**config.mk**
```make
export PLATFORM = sky130hd
export DESIGN_NAME = sram_req_arbiter
export DESIGN_NICKNAME = d
export VERILOG_FILES = /design/src/rtl/sram_req_arbiter.sv
export SDC_FILE = /design/constraint.sdc
export NUM_CORES = 1
export LEC_CHECK = 0
export ABC_AREA = 1
export CAP_MARGIN = 10
export CORE_UTILIZATION = 41
export CTS_CLUSTER_SIZE = 16
export DETAILED_ROUTE_END_ITERATION = 6
export GPL_TIMING_DRIVEN = 0
export PLACE_DENSITY = 0.82
export SYNTH_ARGS = -nofsm -noshare
export SYNTH_HDL_FRONTEND = slang
export SYNTH_SLANG_ARGS = --single-unit
```
**constraint.sdc**
```tcl
create_clock -name clk -period 2.5 [get_ports clk]
set_input_delay 0.25 -clock clk [delete_from_list [all_inputs] [get_ports clk]]
set_output_delay 0.25 -clock clk [all_outputs]
set_load 0.02 [all_outputs]
```
**src/rtl/sram_req_arbiter.sv**
```systemverilog
// ---------------------------------------------------------------------------
// sram_req_arbiter
//
// Shares one SRAM-like memory port between the fetch stage (inst master) and
// the mem stage (data master). A granted request is driven to memory in the
// grant cycle. If memory does not accept it in that cycle, it is copied into a
// hold register and replayed unchanged until memory accepts it. Accepted
// transactions are tracked in order in a small FIFO, up to OUTST deep. Each
// response is steered back to its owner. Fetch responses that were cancelled
// by a branch or flush are dropped.
//
// Configuration macro:
//   ARB_RR_EN  defined   : round-robin between the masters. When both masters
//                          request, the one that did not win last time wins.
//              undefined : fixed priority. The data master wins over inst.
//
// Parameters:
//   OUTST  maximum number of accepted but unanswered transactions (1..4).
//
// Ports:
//   clk, rst                  clock; synchronous active-high reset
//   inst_req/addr             fetch read request
//   inst_cancel               discard every inst transaction captured so far
//   inst_addr_ok              fetch request captured this cycle
//   inst_data_ok/rdata        fetch response (rdata is 0 when data_ok is 0)
//   data_req/wr/wstrb/addr/wdata   data request
//   data_addr_ok              data request captured this cycle
//   data_data_ok/rdata        data response or write ack (rdata is 0 when idle)
//   mem_req/wr/wstrb/addr/wdata    request to memory
//   mem_addr_ok               memory accepts the request
//   mem_data_ok/rdata         memory response, in acceptance order
// ---------------------------------------------------------------------------
module sram_req_arbiter #(
    parameter int OUTST = 2
) (
    input  logic        clk,
    input  logic        rst,
    input  logic        inst_req,
    input  logic [31:0] inst_addr,
    input  logic        inst_cancel,
    output logic        inst_addr_ok,
    output logic        inst_data_ok,
    output logic [31:0] inst_rdata,
    input  logic        data_req,
    input  logic        data_wr,
    input  logic [3:0]  data_wstrb,
    input  logic [31:0] data_addr,
    input  logic [31:0] data_wdata,
    output logic        data_addr_ok,
    output logic        data_data_ok,
    output logic [31:0] data_rdata,
    output logic        mem_req,
    output logic        mem_wr,
    output logic [3:0]  mem_wstrb,
    output logic [31:0] mem_addr,
    output logic [31:0] mem_wdata,
    input  logic        mem_addr_ok,
    input  logic        mem_data_ok,
    input  logic [31:0] mem_rdata
);

    localparam logic       OWN_INST = 1'b0;
    localparam logic       OWN_DATA = 1'b1;
    // The order FIFO always has four physical slots, so a 2-bit pointer
    // indexes it exactly. Only the first OUTST slots are used.
    localparam int         DEPTH    = 4;
    localparam logic [2:0] CNT_MAX  = 3'(OUTST);
    localparam logic [1:0] PTR_LAST = 2'(OUTST - 1);

    typedef enum logic {
        ARB_GRANT = 1'b0,
        ARB_HOLD  = 1'b1
    } arb_state_t;

    // The pointer wraps after slot OUTST-1. A plain overflow would not wrap
    // correctly when OUTST is 3.
    function automatic logic [1:0] ptr_inc(input logic [1:0] ptr);
        ptr_inc = (ptr == PTR_LAST) ? 2'd0 : ptr + 2'd1;
    endfunction

    arb_state_t  state_r, state_nxt_s;

    logic        hold_owner_r, hold_wr_r, hold_disc_r;
    logic [3:0]  hold_wstrb_r;
    logic [31:0] hold_addr_r, hold_wdata_r;

    logic        fifo_owner_r [DEPTH];
    logic        fifo_disc_r  [DEPTH];
    logic [1:0]  rd_ptr_r, wr_ptr_r;
    logic [2:0]  cnt_r;

    logic        slot_free_s, win_data_s, grant_s, hold_load_s;
    logic        req_s, wr_s;
    logic [3:0]  wstrb_s;
    logic [31:0] addr_s, wdata_s;
    logic        inst_aok_s, data_aok_s;
    logic        push_s, push_owner_s, push_disc_s;
    logic        pop_s, head_owner_s, head_disc_s;
    logic        inst_dok_s, data_dok_s;
    logic [31:0] inst_rdata_s, data_rdata_s;

    assign slot_free_s = (cnt_r < CNT_MAX);

`ifdef ARB_RR_EN
    logic rr_last_r;

    // Winner selection: on a tie, the master that did not win last time wins.
    always_comb begin
        win_data_s = 1'b0;
        if (data_req && inst_req) begin
            win_data_s = (rr_last_r == OWN_INST);
        end else begin
            win_data_s = data_req;
        end
    end

    // Remember which master won the most recent capture.
    always_ff @(posedge clk) begin
        if (rst) begin
            rr_last_r <= OWN_INST;
        end else if (grant_s) begin
            rr_last_r <= win_data_s;
        end
    end
`else
    // Winner selection: the data master always wins.
    always_comb begin
        win_data_s = 1'b0;
        if (data_req) begin
            win_data_s = 1'b1;
        end else begin
            win_data_s = 1'b0;
        end
    end
`endif

    // Grant/hold control: drive the memory request and pick the next state.
    always_comb begin
        state_nxt_s = state_r;
        req_s       = 1'b0;
        wr_s        = 1'b0;
        wstrb_s     = 4'h0;
        addr_s      = 32'h0;
        wdata_s     = 32'h0;
        inst_aok_s  = 1'b0;
        data_aok_s  = 1'b0;
        grant_s     = 1'b0;
        hold_load_s = 1'b0;
        if (rst) begin
            state_nxt_s = ARB_GRANT;
        end else begin
            case (state_r)
                ARB_HOLD: begin
                    req_s   = 1'b1;
                    wr_s    = hold_wr_r;
                    wstrb_s = hold_wstrb_r;
                    addr_s  = hold_addr_r;
                    wdata_s = hold_wdata_r;
                    if (mem_addr_ok) begin
                        state_nxt_s = ARB_GRANT;
                    end else begin
                        state_nxt_s = ARB_HOLD;
                    end
                end
                ARB_GRANT: begin
                    if (slot_free_s && (inst_req || data_req)) begin
                        grant_s = 1'b1;
                        req_s   = 1'b1;
                        if (win_data_s) begin
                            wr_s       = data_wr;
                            wstrb_s    = data_wstrb;
                            addr_s     = data_addr;
                            wdata_s    = data_wdata;
                            data_aok_s = 1'b1;
                        end else begin
                            addr_s     = inst_addr;
                            inst_aok_s = 1'b1;
                        end
                        if (mem_addr_ok) begin
                            state_nxt_s = ARB_GRANT;
                        end else begin
                            state_nxt_s = ARB_HOLD;
                            hold_load_s = 1'b1;
                        end
                    end else begin
                        state_nxt_s = ARB_GRANT;
                    end
                end
                default: begin
                    state_nxt_s = ARB_GRANT;
                end
            endcase
        end
    end

    // Arbiter state register.
    always_ff @(posedge clk) begin
        if (rst) begin
            state_r <= ARB_GRANT;
        end else begin
            state_r <= state_nxt_s;
        end
    end

    // Hold register: capture a request that memory did not take, and mark a
    // held fetch as discarded when a cancel arrives.
    always_ff @(posedge clk) begin
        if (rst) begin
            hold_owner_r <= OWN_INST;
            hold_wr_r    <= 1'b0;
            hold_wstrb_r <= 4'h0;
            hold_addr_r  <= 32'h0;
            hold_wdata_r <= 32'h0;
            hold_disc_r  <= 1'b0;
        end else if (hold_load_s) begin
            hold_owner_r <= win_data_s;
            hold_wr_r    <= wr_s;
            hold_wstrb_r <= wstrb_s;
            hold_addr_r  <= addr_s;
            hold_wdata_r <= wdata_s;
            hold_disc_r  <= inst_cancel & ~win_data_s;
        end else if (inst_cancel && (hold_owner_r == OWN_INST)) begin
            hold_disc_r  <= 1'b1;
        end
    end

    // Push/pop decode. A cancel in the same cycle also covers the entry being
    // pushed and the entry being popped.
    always_comb begin
        push_s       = req_s & mem_addr_ok;
        push_owner_s = OWN_INST;
        push_disc_s  = 1'b0;
        if (state_r == ARB_HOLD) begin
            push_owner_s = hold_owner_r;
            push_disc_s  = hold_disc_r | (inst_cancel & (hold_owner_r == OWN_INST));
        end else begin
            push_owner_s = win_data_s;
            push_disc_s  = inst_cancel & ~win_data_s;
        end
        pop_s        = mem_data_ok & (cnt_r != 3'd0) & ~rst;
        head_owner_s = fifo_owner_r[rd_ptr_r];
        head_disc_s  = fifo_disc_r[rd_ptr_r] | (inst_cancel & (head_owner_s == OWN_INST));
    end

    // Response routing: the response reaches its owner in the same cycle.
    // The other master sees data_ok=0 and rdata=0.
    always_comb begin
        inst_dok_s   = 1'b0;
        data_dok_s   = 1'b0;
        inst_rdata_s = 32'h0;
        data_rdata_s = 32'h0;
        if (pop_s && (head_owner_s == OWN_DATA)) begin
            data_dok_s   = 1'b1;
            data_rdata_s = mem_rdata;
        end else if (pop_s && !head_disc_s) begin
            inst_dok_s   = 1'b1;
            inst_rdata_s = mem_rdata;
        end else begin
            inst_dok_s   = 1'b0;
        end
    end

    // Order FIFO: tracks owner and discard flag for each accepted transaction.
    always_ff @(posedge clk) begin
        if (rst) begin
            for (int i = 0; i < DEPTH; i++) begin
                fifo_owner_r[i] <= OWN_INST;
                fifo_disc_r[i]  <= 1'b0;
            end
            rd_ptr_r <= 2'd0;
            wr_ptr_r <= 2'd0;
            cnt_r    <= 3'd0;
        end else begin
            if (inst_cancel) begin
                for (int i = 0; i < DEPTH; i++) begin
                    if (fifo_owner_r[i] == OWN_INST) begin
                        fifo_disc_r[i] <= 1'b1;
                    end
                end
            end
            if (push_s) begin
                fifo_owner_r[wr_ptr_r] <= push_owner_s;
                fifo_disc_r[wr_ptr_r]  <= push_disc_s;
                wr_ptr_r               <= ptr_inc(wr_ptr_r);
            end
            if (pop_s) begin
                rd_ptr_r <= ptr_inc(rd_ptr_r);
            end
            case ({push_s, pop_s})
                2'b10:   cnt_r <= cnt_r + 3'd1;
                2'b01:   cnt_r <= cnt_r - 3'd1;
                default: cnt_r <= cnt_r;
            endcase
        end
    end

    assign mem_req      = req_s;
    assign mem_wr       = wr_s;
    assign mem_wstrb    = wstrb_s;
    assign mem_addr     = addr_s;
    assign mem_wdata    = wdata_s;
    assign inst_addr_ok = inst_aok_s;
    assign data_addr_ok = data_aok_s;
    assign inst_data_ok = inst_dok_s;
    assign inst_rdata   = inst_rdata_s;
    assign data_data_ok = data_dok_s;
    assign data_rdata   = data_rdata_s;

    sram_req_arbiter_chk u_chk (
        .clk         (clk),
        .rst         (rst),
        .mem_data_ok (mem_data_ok),
        .mem_req     (mem_req),
        .mem_addr_ok (mem_addr_ok),
        .cnt         (cnt_r),
        .mem_addr    (mem_addr)
    );

endmodule

// ---------------------------------------------------------------------------
// sram_req_arbiter_chk
//
// Simulation checks for the memory-side protocol.
// Ports: clk, rst, mem_data_ok, mem_req, mem_addr_ok, cnt (outstanding count),
// mem_addr.
// ---------------------------------------------------------------------------
module sram_req_arbiter_chk (
    input logic        clk,
    input logic        rst,
    input logic        mem_data_ok,
    input logic        mem_req,
    input logic        mem_addr_ok,
    input logic [2:0]  cnt,
    input logic [31:0] mem_addr
);

    // A response with nothing outstanding breaks the in-order contract.
    a_no_pop_empty: assert property (@(posedge clk) disable iff (rst)
        mem_data_ok |-> (cnt != 3'd0));

    // A request that was not accepted stays asserted with the same address.
    a_req_stable: assert property (@(posedge clk) disable iff (rst)
        (mem_req && !mem_addr_ok) |=> (mem_req && $stable(mem_addr)));

endmodule

```
### After elaboration in Yosys (flattened, before gate mapping)

Memory sizes are Yosys's and may differ from the RTL's. A register that Yosys moved wholly into a read port is not among the register bits.
Index checks and enable logic that the tools add are counted.

* output and inout port bits: 138
* bits of input ports: 140
* memories kept: 2
* bits in registers: 79
* logic and storage cells: 126
* bits in writable memories: 8

Memory list
* fifo_disc_r: depth 4, width 1, rd ports 1, clocked after Yosys merged registers in 1, write ports 5, RTL line 88 `logic fifo_disc_r [DEPTH];`
* fifo_owner_r: depth 4, width 1, rd ports 5, clocked after Yosys merged registers in 1, write ports 4, RTL line 87 `logic fifo_owner_r [DEPTH];`

* bitwise operators: 17
* reduce and logical (&&, ||, !) cells: 10
* magnitude comparators: 1
* $add $sub $neg: 4
* eq/ne operators: 4
* mux-type cells: 78

Operators with widths (count)
* 32-bit 2-to-1 mux: 9
* 32-bit case mux with 2 select lines: 2
* 1-bit 2-to-1 mux: 52
* 2-bit 2-to-1 mux: 7
* 4-bit 2-to-1 mux: 3
* 4-bit case mux with 2 select lines: 1
* 1-bit bitwise AND: 6
* 2-bit by 1-bit equality test with 1-bit output, second input constant: 3
* 1-bit bitwise OR: 6
* 1-bit case mux with 2 select lines: 3
* 3-bit case mux with 2 select lines: 1
* 1-bit inverter: 5
* 2-bit by 1-bit adder with 2-bit output, second input constant: 2
* 1-bit logical AND: 4
* 2-bit nonzero test: 2
* 3-bit by 1-bit adder with 3-bit output, second input constant: 1
* 3-bit by 2-bit less-than comparator with 1-bit output, second input constant: 1
* 3-bit nonzero test: 1
* 3-bit by 1-bit subtractor with 3-bit output, second input constant: 1
* 2-bit equality test, second input constant: 1
* 1-bit zero test: 1
* 1-bit logical OR: 1
* 1-bit OR reduction: 1

### Logic depth before layout (Yosys ltp)

Gate-level depths: netlist of the first run.

* word-level depth: 11
* depth in mapped cells: 15
* mapped depth without buffers: 14

### Worst setup path after synthesis of the first run

Ideal clock, no wire load.

* kind: input to register
* from: in data_req
* to: reg cnt_r[2]
* data arrival time: 1875 ps
* path slack: 512 ps
* stages: 14
* library setup time: 113 ps
* buffers on the path: 2
* required time: 2387 ps
* cell sequence: buf_6 > nor2_4 > nor2_2 > nand2_1 > nand2_1 > buf_4 > nand2_1 > ha_1 > inv_1 > fa_1 > a21oi_1 > o21ai_0 > nor2_1 > nor2_1

* word-level cells in the longest chain between the ends: 8
* elaborated cells between the ends (all ways): 10
* classes of those cells: 2 x eq/ne; 4 x mux; 1 x bitwise; 3 x reduce/logical

Ends and longest elaborated chain
* start, declared: RTL line 44 `input logic data_req,`
* 1-bit logical OR *: RTL line 166 `if (slot_free_s && (inst_req || data_req)) begin`
* 1-bit logical AND *: RTL line 166
* 1-bit 2-to-1 mux *: RTL line 166
* 1-bit case mux with 2 select lines *: RTL line 152 `case (state_r)`
* 1-bit 2-to-1 mux *: RTL line 149 `if (rst) begin`
* named net mem_req: RTL line 52 `output logic mem_req,`
* 1-bit bitwise AND *: RTL line 230 `push_s = req_s & mem_addr_ok;`
* 2-bit by 1-bit equality test with 1-bit output / 2-bit equality test (equally long branches): RTL line 289 `case ({push_s, pop_s})`
* 3-bit case mux with 2 select lines / 2-bit nonzero test (equally long branches)
* end signal, assigned: RTL line 290 `2'b10: cnt_r <= cnt_r + 3'd1;`
* end signal, assigned: RTL line 291 `2'b01: cnt_r <= cnt_r - 3'd1;`
* end signal, assigned: RTL line 292 `default: cnt_r <= cnt_r;`
* end, declared: RTL line 90 `logic [2:0] cnt_r;`

The timed path passes the listed nets; every way through them passes the cells marked *.
A chain may end at the register's enable or synchronous reset.

### Final worst setup path of the first run

* from: in rst
* to: out mem_wdata[5]

* word-level cells in the longest chain between the ends: 1

Ends and longest elaborated chain
* start, declared: RTL line 37 `input logic rst,`
* 32-bit 2-to-1 mux: RTL line 149
* end, declared: RTL line 56 `output logic [31:0] mem_wdata,`

Every way passes these cells.

==> results.md, run 1 <==
- Die W: 117 µm
- Pin slew with the least headroom to its limit: 0.557 ns
- Mapped Cells: 920
- Synth area leaders: dfxtp_1 (31%), nand2_1 (31%), nand3_1 (11%)
- Residual DRC: 0
- M1 GR Usage: 0.310
- Yosys cell types: 26
- CP top delay family: buffers and inverters
- Largest net degree at the start of global routing: 15
- Crit Path Max Fanout: 10
- Clock transition at path regs: 0.06 ns
- Hold EP: hold_addr_r[27]$_SDFFE_PP0P_
- YS warnings: 0
- Vias in the first global route: 6045
- Synth async-reset ratio: 0
- Post-synthesis mux area share: 0
- Post-synthesis cell area: between 5000 and 6000 µm²
- Final Cycle Share: 0.967
- Fraction of layout instances using a drive strength above 1: 0.0693
- Initial DRC count: around 350
- Via Count: 6774
- Synth area leader: dfxtp_1
- Port Buf Inserts: 276
- Clock skew: 0.00749 ns
- Antenna viol nets, final: 0
- Hold buffers post-CTS: 0
- Clock sinks: 89
- Slew headroom: 0.628
- Reg2reg start: cnt_r[1]$_SDFFE_PP0P_
- Post-route cell area: slightly below 9000 µm²
- Via density: 4.89
- Slowest-stage cell, CP: clkdlybuf4s50_1
- Clock root cell: clkbuf_16
- Max Clock Freq: 0.413 GHz
- Final nets: approximately 1300
- CTS tree: yes
- Tmin final: 2.42 ns
- Startpoint Class: primary input
- Worst path cell trace: clkdlybuf4s50_1 -> inv_2 -> buf_4 -> buf_2 -> nand3_1 -> nand2_1 -> clkdlybuf4s50_1
- Area share of the largest cell type after synthesis: 0.311
- Die Y: 117 µm
- Leak: 0.00519 µW
- Unrepaired setup endpoints after global routing: false
- Synth-to-Final Area Change: 61.7%
- Required time worst endpoint: 2.25 ns
- Mapped Avg Cell Area: 5.88 µm²
- Routed len/inst: 13.9 µm
- Drt total wl: 19.3 mm
- Global Route met3 Usage: 0.0649
- Worst-skew pair later-pin latency: 0.34 ns
- Final Wtd Congestion: 0.864
- Slew Viols, Final: 0
- Pwr Total: 4370 µW
- Flop-to-flop setup slack: 0.35 ns
- Synth Area in XOR/XNOR: 0
- Worst hold start: data_req
- Complex-gate fraction of the synthesized area: 0.0484
- Setup-failing EPs final: 0
- Tot GR Track Use: 0.279
- Adder-cell area share of the yosys netlist: 0.00602
- Count leader, synth: nand2_1
- DIE AREA: about 14000 µm²
- Largest stage delay on the critical path: 0.63 ns
- R2R cell count: 15
- Max Buffers Root-to-Sink: 2
- Ys flop type: dfxtp_1
- H-Tree Depth: 3
- Synth top cells by count: nand2_1 (441), nand3_1 (120), dfxtp_1 (84)
- Syn nets: 1062
- Power per cell area: 500 nW/µm²
- Met2 global-route usage: 0.501
- DP Wirelength: around 15 mm
- Hold Crit Class: primary input to register
- First-pass GRT wire length: 29.3 mm
- Max Cap Viol: 0
- Drt pass-1 iters: 5
- Post-synth EDFFs: 5
- Number of I/O pins: 278
- Hold Vio Cnt, Final: 0
- Worst vdd rail ir drop: 0.353 mV
- Flops & latches, synth: 89
- Largest family of logic cells by synthesized area: simple AND/OR/NAND/NOR gates
- CP Data Arrival Time: between 2 and 2.5 ns
- Hold Path Stages: 7
- Most Crowded Layer GR: met2
- Setup CP Type: primary input to primary output
- Simple-Gate Fraction of Synth Area: 0.508
- Antenna violations before repair: 2
- Cell mode on critical path: clkdlybuf4s50_1
- Gr ovfl total: 0
- Worst Setup End Kind: primary output
- Status: complete, no violations
- Starting density of the core: 0.425
- Register area share after synthesis: 0.339
- CP Buf/Inv Count: 5
- Worst reg2reg path endpoint: cnt_r[2]$_SDFFE_PP0P_
- Number of core rows: 41
- Placement Cell Area: between 8000 and 9000 µm²
- TritonCTS buffer count: 9
- Core area: around 13000 µm²
layer usage:
metal,up-vias,routed length [µm]
met1,2984,7370
met3,39,1600
li1,3475,-
met4,0,672
met2,276,9650
met5,-,0
worst min-delay path, stage by stage:
cell	delay (ns)
buf_6	0.13
nand2_1	0.06
nand2_1	0.07
nand2_1	0.07
nand2_1	0.05
nand2_1	0.04
nand2_1	0.04
repair_timing:
item	in CTS	in global routing
endpoints found under the setup margin	114	71
buffers inserted	0	0
resized for setup	66	55
power breakdown:
part	leakage, µW	total [µW]	internal, µW	switching, µW
Combinational	0.00430	1410	583	829
Sequential	0.000733	1580	1520	53.7
Clock	0.000149	1390	829	556
Total	0.00519	4370	2940	1440
logic make-up after synthesis:
kind of cell             count (synthesis)
AND/OR/NAND/NOR                        660
flip-flops                              89
adder cells (fa/ha/maj)                  2
buffers and inverters                  119
AO/OA/AOI/OAI                           50
layout make-up:
class	instances	area (µm²)
fill	1210	3980
timing repair buffer	276	2790
multi-input combinational	712	3050
buffer	64	342
clock buffer	12	256
inverter	55	206
tap	172	215
antenna	2	5.00
clock inverter	4	51.3
sequential	89	1830
registers in the layout (all words and copies together) (netlist names), named ones only:
register and count:
cnt_r 3, fifo_disc_r 4, fifo_owner_r 4, hold_addr_r 32, hold_disc_r 1, hold_owner_r 1
hold_wdata_r 32, hold_wr_r 1, hold_wstrb_r 4, rd_ptr_r 2, state_r 1, wr_ptr_r 2
cells in the final DEF, fill, tap and decap left out, drive strengths merged:
| cell type | instances |
|---|---|
| clkbuf | 36 |
| nand4 | 6 |
| ha | 1 |
| clkinvlp | 1 |
| fa | 1 |
| clkdlybuf4s50 | 175 |
| nand3 | 120 |
| nand2 | 443 |
| dlymetal6s2s | 42 |
| inv | 55 |
| dlygate4sd2 | 57 |
| diode | 2 |
| dfxtp | 84 |
| bufinv | 1 |
| a21oi | 41 |
| or2 | 1 |
| nor3 | 34 |
| nor2 | 56 |
| buf | 42 |
| o21a | 3 |
| clkinv | 2 |
| o21ai | 6 |
| edfxtp | 5 |
per-stage QoR:
stage,TNS [ns],util,worst slack (ns),hold WS [ns],cells
floorplan,0,-,0.512,0.402,920
global placement,-8.97,0.659,-0.290,0.414,1368
detailed placement,-11.40,0.659,-0.260,0.419,1368
CTS,-0.0111,0.678,-0.0111,0.399,1384
global route,0,0.687,0.0107,0.454,1386
finish,0,0.687,0.0815,0.410,1386
worst max-delay path by stage:
stage,start,end,slack [ns],depth (start not counted)
6_report,rst,mem_wdata[5],0.08,7
3_3_place_gp,inst_req,mem_addr[1],-0.29,9
2_1_floorplan,data_req,cnt_r[2]$_SDFFE_PP0P_,0.51,14
5_1_grt,rst,mem_wdata[6],0.01,7
3_5_place_dp,inst_req,mem_addr[1],-0.26,9
4_1_cts,rst,inst_data_ok,-0.01,7
No activity file was read; power rests on OpenSTA's default activity.
==> run 2, diff against run 1 <==
--- a/config.mk
+++ b/config.mk
@@ -7,11 +7,15 @@
 export LEC_CHECK = 0
 export ABC_AREA = 1
 export CAP_MARGIN = 10
-export CORE_UTILIZATION = 41
+export CELL_PAD_IN_SITES_DETAIL_PLACEMENT = 0
+export CELL_PAD_IN_SITES_GLOBAL_PLACEMENT = 1
+export CORE_UTILIZATION = 26
+export CTS_BUF_LIST = sky130_fd_sc_hd__clkbuf_4 sky130_fd_sc_hd__clkbuf_8 sky130_fd_sc_hd__clkbuf_16
 export CTS_CLUSTER_SIZE = 16
 export DETAILED_ROUTE_END_ITERATION = 6
 export GPL_TIMING_DRIVEN = 0
-export PLACE_DENSITY = 0.82
+export HOLD_SLACK_MARGIN = 0.06
+export PLACE_DENSITY_LB_ADDON = 0.1
 export SYNTH_ARGS = -nofsm -noshare
 export SYNTH_HDL_FRONTEND = slang
 export SYNTH_SLANG_ARGS = --single-unit
==> results.md, run 2 (synthesized netlist as in run 1, its figures left out) <==
- Slew Viols, Final: 0 (unchanged)
- Drt total wl: 20.5 mm (+6.2%)
- P_int: 2770 µW (-5.8%)
- Slew headroom: 0.629 (about the same)
- Clock transition at path regs: 0.06 ns (about the same)
- Hold buffers post-CTS: 0 (unchanged)
- H-Tree Depth: 3 (unchanged)
- Power per cell area: 482 nW/µm² (-3.6%)
- Die W: 146 µm (+25%)
- Setup bufs post-CTS: 0 (unchanged)
- Number of core rows: 52 (+27%)
- Die Y: 146 µm (+25%)
- Pre-CTS setup slack: -0.422 ns (-0.162 ns)
- Port Buf Inserts: 276 (unchanged)
- Vias in the first global route: 6103 (+0.96%)
- Max Buffers Root-to-Sink: 2 (unchanged)
- CTS tree: yes
- Antenna viol nets, final: 0 (unchanged)
- Post-route setup slack: 0.106 ns (+0.0245 ns)
- Largest registers: hold_addr_r x32, hold_wdata_r x32
- Worst-skew pair later-pin latency: 0.35 ns (about the same)
- Clock sinks: 89 (unchanged)
- Ant. Diodes: 0 (-2)
- Commonest non-fill, non-tap cells in the layout: nand2_1 (441), clkdlybuf4s50_1 (167), nand3_1 (120)
- Max Clock Freq: 0.418 GHz (+1.0%)
- Final nets: 1349 (unchanged)
- Via Count: 6490 (-4.2%)
- Worst path cell trace: clkdlybuf4s50_1 -> inv_2 -> buf_4 -> clkbuf_4 -> nand3_1 -> nand2_1 -> clkdlybuf4s50_1
- Pin slew with the least headroom to its limit: 0.557 ns (-0.000833 ns)
- Clock root cell: clkbuf_16
- Crit Path Max Fanout: 10 (unchanged)
- Tmin final: 2.39 ns (-0.0245 ns)
- Leak: 0.00501 µW (-3.4%)
- Antenna violations before repair: 0 (-2)
- CP Data Arrival Time: 2.14 ns (-0.03 ns)
- DIE AREA: 21400 µm² (+57%)
- Hold Vio Cnt, Final: 0 (unchanged)
- Max Cap Viol: 0 (unchanged)
- CP Buf/Inv Count: 5 (unchanged)
- First-pass GRT wire length: 32.4 mm (+11%)
- Initial DRC count: 256 (-27%)
- Clk network pwr share: 0.291 (-0.026)
- Most Crowded Layer GR: met2
- Synth-to-Final Area Change: 61.7% (about the same)
- Worst Setup End Kind: primary output
- Drt pass-1 iters: 5 (unchanged)
- Setup-failing EPs final: 0 (unchanged)
- Met2 global-route usage: 0.319 (-0.183)
- Largest stage delay on the critical path: 0.61 ns (-0.02 ns)
- Final Cycle Share: 0.958 (-0.00982)
- Routed len/inst: 13.8 µm (-0.52%)
- Switch share: 0.344 (+0.0152)
- Clock skew: 0.00773 ns (+0.000239 ns)
- Status: complete, no violations
- Worst vdd rail ir drop: 0.320 mV (-9.1%)
- Combinational power share: 0.336 (+0.013)
- Fraction of layout instances using a drive strength above 1: 0.0702 (+0.000941)
- Setup CP Type: primary input to primary output
- Number of I/O pins: 278 (unchanged)
- Sequential fraction of design power: 0.374 (+0.014)
- Most common cell after layout, fill and taps aside: nand2_1
- Switch Pwr: 1450 µW (+0.85%)
- Slowest-stage cell, CP: clkdlybuf4s50_1
- Global Route met3 Usage: 0.0584 (-0.00644)
- Gr ovfl total: 0 (unchanged)
- Required time worst endpoint: 2.25 ns (about the same)
- Cell mode on critical path: clkdlybuf4s50_1
- CP top delay family: buffers and inverters
- Via density: 4.39 (-10%)
- Tot GR Track Use: 0.191 (-0.0886)
- Starting density of the core: 0.266 (-0.159)
- M1 GR Usage: 0.241 (-0.0690)
- Final Wtd Congestion: 0.814 (-5.7%)
- Fillers: 2252 (+86%)
- Largest net degree at the start of global routing: 14 (-1)
- Startpoint Class: primary input
- Hold Crit Class: primary input to register
- Core area: 20300 µm² (+60%)
- TritonCTS buffer count: 9 (unchanged)
- DP Wirelength: 15.8 mm (+6.3%)
- Unrepaired setup endpoints after global routing: false
- Residual DRC: 0 (unchanged)
- Final hold slack: 0.420 ns (+0.0100 ns)
run 2: cell types whose count changed in the layout (fill, tap and decap cells not counted), sizes merged:
cell,before,now
dlygate4sd2,57,74
dlymetal6s2s,42,29
clkdlybuf4s50,175,167
clkbuf,36,38
diode,2,0
buf,42,41
bufinv,1,0
clkdlybuf4s15,0,1
clkinv,2,3
run 2: metrics by stage:
| step | utilization | instances | power [µW] | area, µm² | setup TNS, ns |
|---|---|---|---|---|---|
| detailed placement | 0.419 | 1466 | 3090 | 8510 | -31.88 |
| CTS | 0.428 | 1480 | 4290 | 8680 | -0.0565 |
| floorplan | - | 920 | 2400 | 5410 | 0 |
| global placement | 0.419 | 1466 | 3090 | 8510 | -30.44 |
| finish | 0.431 | 1480 | 4220 | 8740 | 0 |
| global route | 0.431 | 1480 | 4480 | 8740 | 0 |
run 2: repair_timing:
action	CTS	global route
resized for setup	90	47
endpoints found under the hold margin	0	0
endpoints found under the setup margin	123	58
run 2: power groups by stage:
stage	logic (µW)	registers [µW]	clock network [µW]
3_5_place_dp	1480	1610	0
3_3_place_gp	1480	1600	0
6_report	1420	1580	1230
2_1_floorplan	803	1590	0
5_1_grt	1570	1590	1330
4_1_cts	1440	1570	1270
run 2: path summary, 6_finish.rpt:
path / from / end / slack, ns / cells after the start
min: data_req / hold_addr_r[30]$_SDFFE_PP0P_ / 0.42 / 7
max: rst / mem_wdata[17] / 0.11 / 7
min reg2reg: rd_ptr_r[1]$_SDFFE_PP0N_ / register / 0.43 / 2
max reg2reg: cnt_r[1]$_SDFFE_PP0P_ / cnt_r[2]$_SDFFE_PP0P_ / 0.27 / 15
run 2: worst reg2reg max path, delay by kind of cell (launching register included):
family	cells	cell delay, ns
and+or+nand+nor	8	0.68
adders and majority gates	2	0.53
DFF	1	0.37
buffers and inverters	3	0.32
AOI/OAI and AO/OA	2	0.26
run 2: final cells by class:
cell class,instances,area (µm²),area share
flip-flops and latches,89,1830,0.210
clock inverters,4,22.5,0.00258
plain buffers,64,347,0.0397
clock buffers,10,233,0.0266
well taps,270,338,0.0386
multi-input cells,712,3050,0.348
repair buffers,276,2720,0.311
inverters,55,206,0.0236
run 2: routing by layer:
layer	part of all wire	vias to the layer above
met4	0.011	0
met1	0.46	2854
met5	0	-
met3	0.058	16
li1	-	3470
met2	0.47	150
==> run 3, diff against run 2 <==
==> constraint.sdc (replaced) <==
create_clock -name clk -period 2.5 [get_ports clk]
set_input_delay 0.25 -clock clk [delete_from_list [all_inputs] [get_ports clk]]
set_output_delay 0.25 -clock clk [all_outputs]
set_load 0.05 [all_outputs]
==> results.md, run 3 (synthesized netlist as in run 1, its figures left out) <==
- Status: complete, no violations
- Port Buf Inserts: 276 (unchanged)
- Power per cell area: 525 nW/µm² (+8.9%)
- Post-route cell area: 8480 µm² (-3.0%)
- Clock skew: 0.00762 ns (-0.000114 ns)
- Hold Crit Class: primary input to register
- Antenna viol nets, final: 0 (unchanged)
- Layout Cells excl Fill: 1480 (unchanged)
- Antenna violations before repair: 0 (unchanged)
- Required time worst endpoint: 2.25 ns (about the same)
- Number of core rows: 52 (unchanged)
- Flop-to-flop setup slack: 0.28 ns (about the same)
- Unrepaired setup endpoints after global routing: false
- Crit path capture: data_rdata[6]
- DIE AREA: 21400 µm² (unchanged)
- CP Data Arrival Time: 2.15 ns (about the same)
- R2R cell count: 15 (unchanged)
- Reg2reg start: cnt_r[1]$_SDFFE_PP0P_
- Clock sinks: 89 (unchanged)
- Core area: 20300 µm² (unchanged)
- Via Count: 6479 (-0.17%)
- CP Launch Point: rst
- Fraction of layout instances using a drive strength above 1: 0.155 (+0.0851)
- Tot GR Track Use: 0.192 (+0.000802)
- Tmin final: 2.40 ns (+0.00841 ns)
- Largest net degree at the start of global routing: 14 (unchanged)
- Routed len/inst: 13.9 µm (about the same)
- Gr ovfl total: 0 (unchanged)
- Worst reg2reg path endpoint: cnt_r[2]$_SDFFE_PP0P_
- TritonCTS buffer count: 9 (unchanged)
- Residual DRC: 0 (unchanged)
- Max Buffers Root-to-Sink: 2 (unchanged)
- Worst Setup End Kind: primary output
- Startpoint Class: primary input
- Footprint of the multi-input gates: 3040 µm² (about the same)
- Most common cell after layout, fill and taps aside: nand2_1
- CTS tree: yes
- Ant. Diodes: 0 (unchanged)
- Via density: 4.38 (-0.17%)
- Die W: 146 µm (unchanged)
- Placement Cell Area: 8510 µm² (unchanged)
- Largest registers: hold_addr_r x32, hold_wdata_r x32
- Drt pass-1 iters: 4 (-1)
- Leak: 0.00438 µW (-13%)
- Hold Vio Cnt, Final: 0 (unchanged)
- Max Clock Freq: 0.416 GHz (-0.35%)
- Final hold slack: 0.422 ns (+0.00218 ns)
- Max Cap Viol: 0 (unchanged)
- Worst vdd rail ir drop: 0.321 mV (about the same)
- Sequential cell area: 1830 µm² (unchanged)
- Setup CP Type: primary input to primary output
- Total Neg Setup Slack: 0 ns (unchanged)
- Clock transition at path regs: 0.06 ns (about the same)
- Final Wtd Congestion: 0.814 (unchanged)
- Synth-to-Final Area Change: 56.8%
- Die Y: 146 µm (unchanged)
- Slew Viols, Final: 0 (unchanged)
- Setup-failing EPs final: 0 (unchanged)
- Clock root cell: clkbuf_16
- Vias in the first global route: 6133 (+0.49%)
- Slew headroom: 0.623 (-0.00631)
- Number of I/O pins: 278 (unchanged)
- Commonest non-fill, non-tap cells in the layout: nand2_1 (441), clkdlybuf4s50_1 (139), nand3_1 (120)
- Final nets: 1349 (unchanged)
- DP Wirelength: 15.8 mm (unchanged)
- Initial DRC count: 256 (unchanged)
- Final Cycle Share: 0.961 (+0.00336)
- Setup bufs post-CTS: 0 (unchanged)
- Fillers: 2267 (+0.67%)
- H-Tree Depth: 3 (unchanged)
- First-pass GRT wire length: 32.6 mm (+0.43%)
- Pwr Total: 4450 µW (+5.6%)
- Drt total wl: 20.5 mm (about the same)
- Starting density of the core: 0.266 (unchanged)
- Pin slew with the least headroom to its limit: 0.566 ns (+0.00946 ns)
- Crit Path Max Fanout: 10 (unchanged)
- Worst-skew pair later-pin latency: 0.35 ns (about the same)
- DP Cell Count: 1466 (unchanged)
## run 3: cell types whose count changed in the layout (fill, tap and decap cells not counted), moves of 11 or more
cell	before	now
buf_2	23	34
clkbuf_2	10	59
clkdlybuf4s15_2	0	40
clkdlybuf4s50_1	167	139
dlygate4sd2_1	74	22
dlymetal6s2s_1	29	2
## run 3: worst min-delay path by stage
stage                                   startpoint  slack, ns                            to  cells past startpoint
after CTS                                 data_req       0.42  hold_addr_r[30]$_SDFFE_PP0P_                      7
after floorplan           rd_ptr_r[1]$_SDFFE_PP0N_       0.40                      register                      2
final                                     data_req       0.42  hold_addr_r[30]$_SDFFE_PP0P_                      7
after detailed placement  rd_ptr_r[1]$_SDFFE_PP0N_       0.42                      register                      2
after global routing      rd_ptr_r[1]$_SDFFE_PP0N_       0.45                      register                      2
after global placement    rd_ptr_r[1]$_SDFFE_PP0N_       0.41      rd_ptr_r[1]$_SDFFE_PP0N_                      2
## run 3: stage by stage
| step | setup slack, ns | utilization |
|---|---|---|
| final | 0.0976 | 0.418 |
| after global routing | 0.000841 | 0.418 |
| after CTS | 0.0000735 | 0.432 |
| after detailed placement | -0.594 | 0.419 |
| after global placement | -0.605 | 0.419 |
| after floorplan | 0.0338 | - |
## run 3: timing repair
item	CTS	global route
hold buffers	0	0
setup endpoints to repair	136	117
gates resized for setup	306	120
## run 3: where the power goes
part           total [µW]  switching (µW)  internal (µW)
clock                1220             556            668
sequential           1570            51.8           1520
combinational        1650            1110            540
total                4450            1720           2730
## run 3: final cells by class
cell class | instances | share of cell area
multi-input combinational | 712 | 0.359
sequential | 89 | 0.216
inverter | 55 | 0.0243
buffer | 64 | 0.0395
clock buffer | 10 | 0.0274
timing repair buffer | 276 | 0.291
clock inverter | 4 | 0.00266
tap | 270 | 0.0398
## run 3: layer usage
metal | share of wire | global-route usage
met4 | 0.012 | 0.0401
met1 | 0.46 | 0.242
met2 | 0.47 | 0.320
met5 | 0 | 0
met3 | 0.058 | 0.0584
## run 3: worst max-delay path, stage by stage
cell	delay, ns
clkdlybuf4s50_1	0.49
buf_2	0.26
nor3_2	0.25
inv_2	0.09
buf_2	0.19
nor2_1	0.10
clkdlybuf4s15_1	0.51
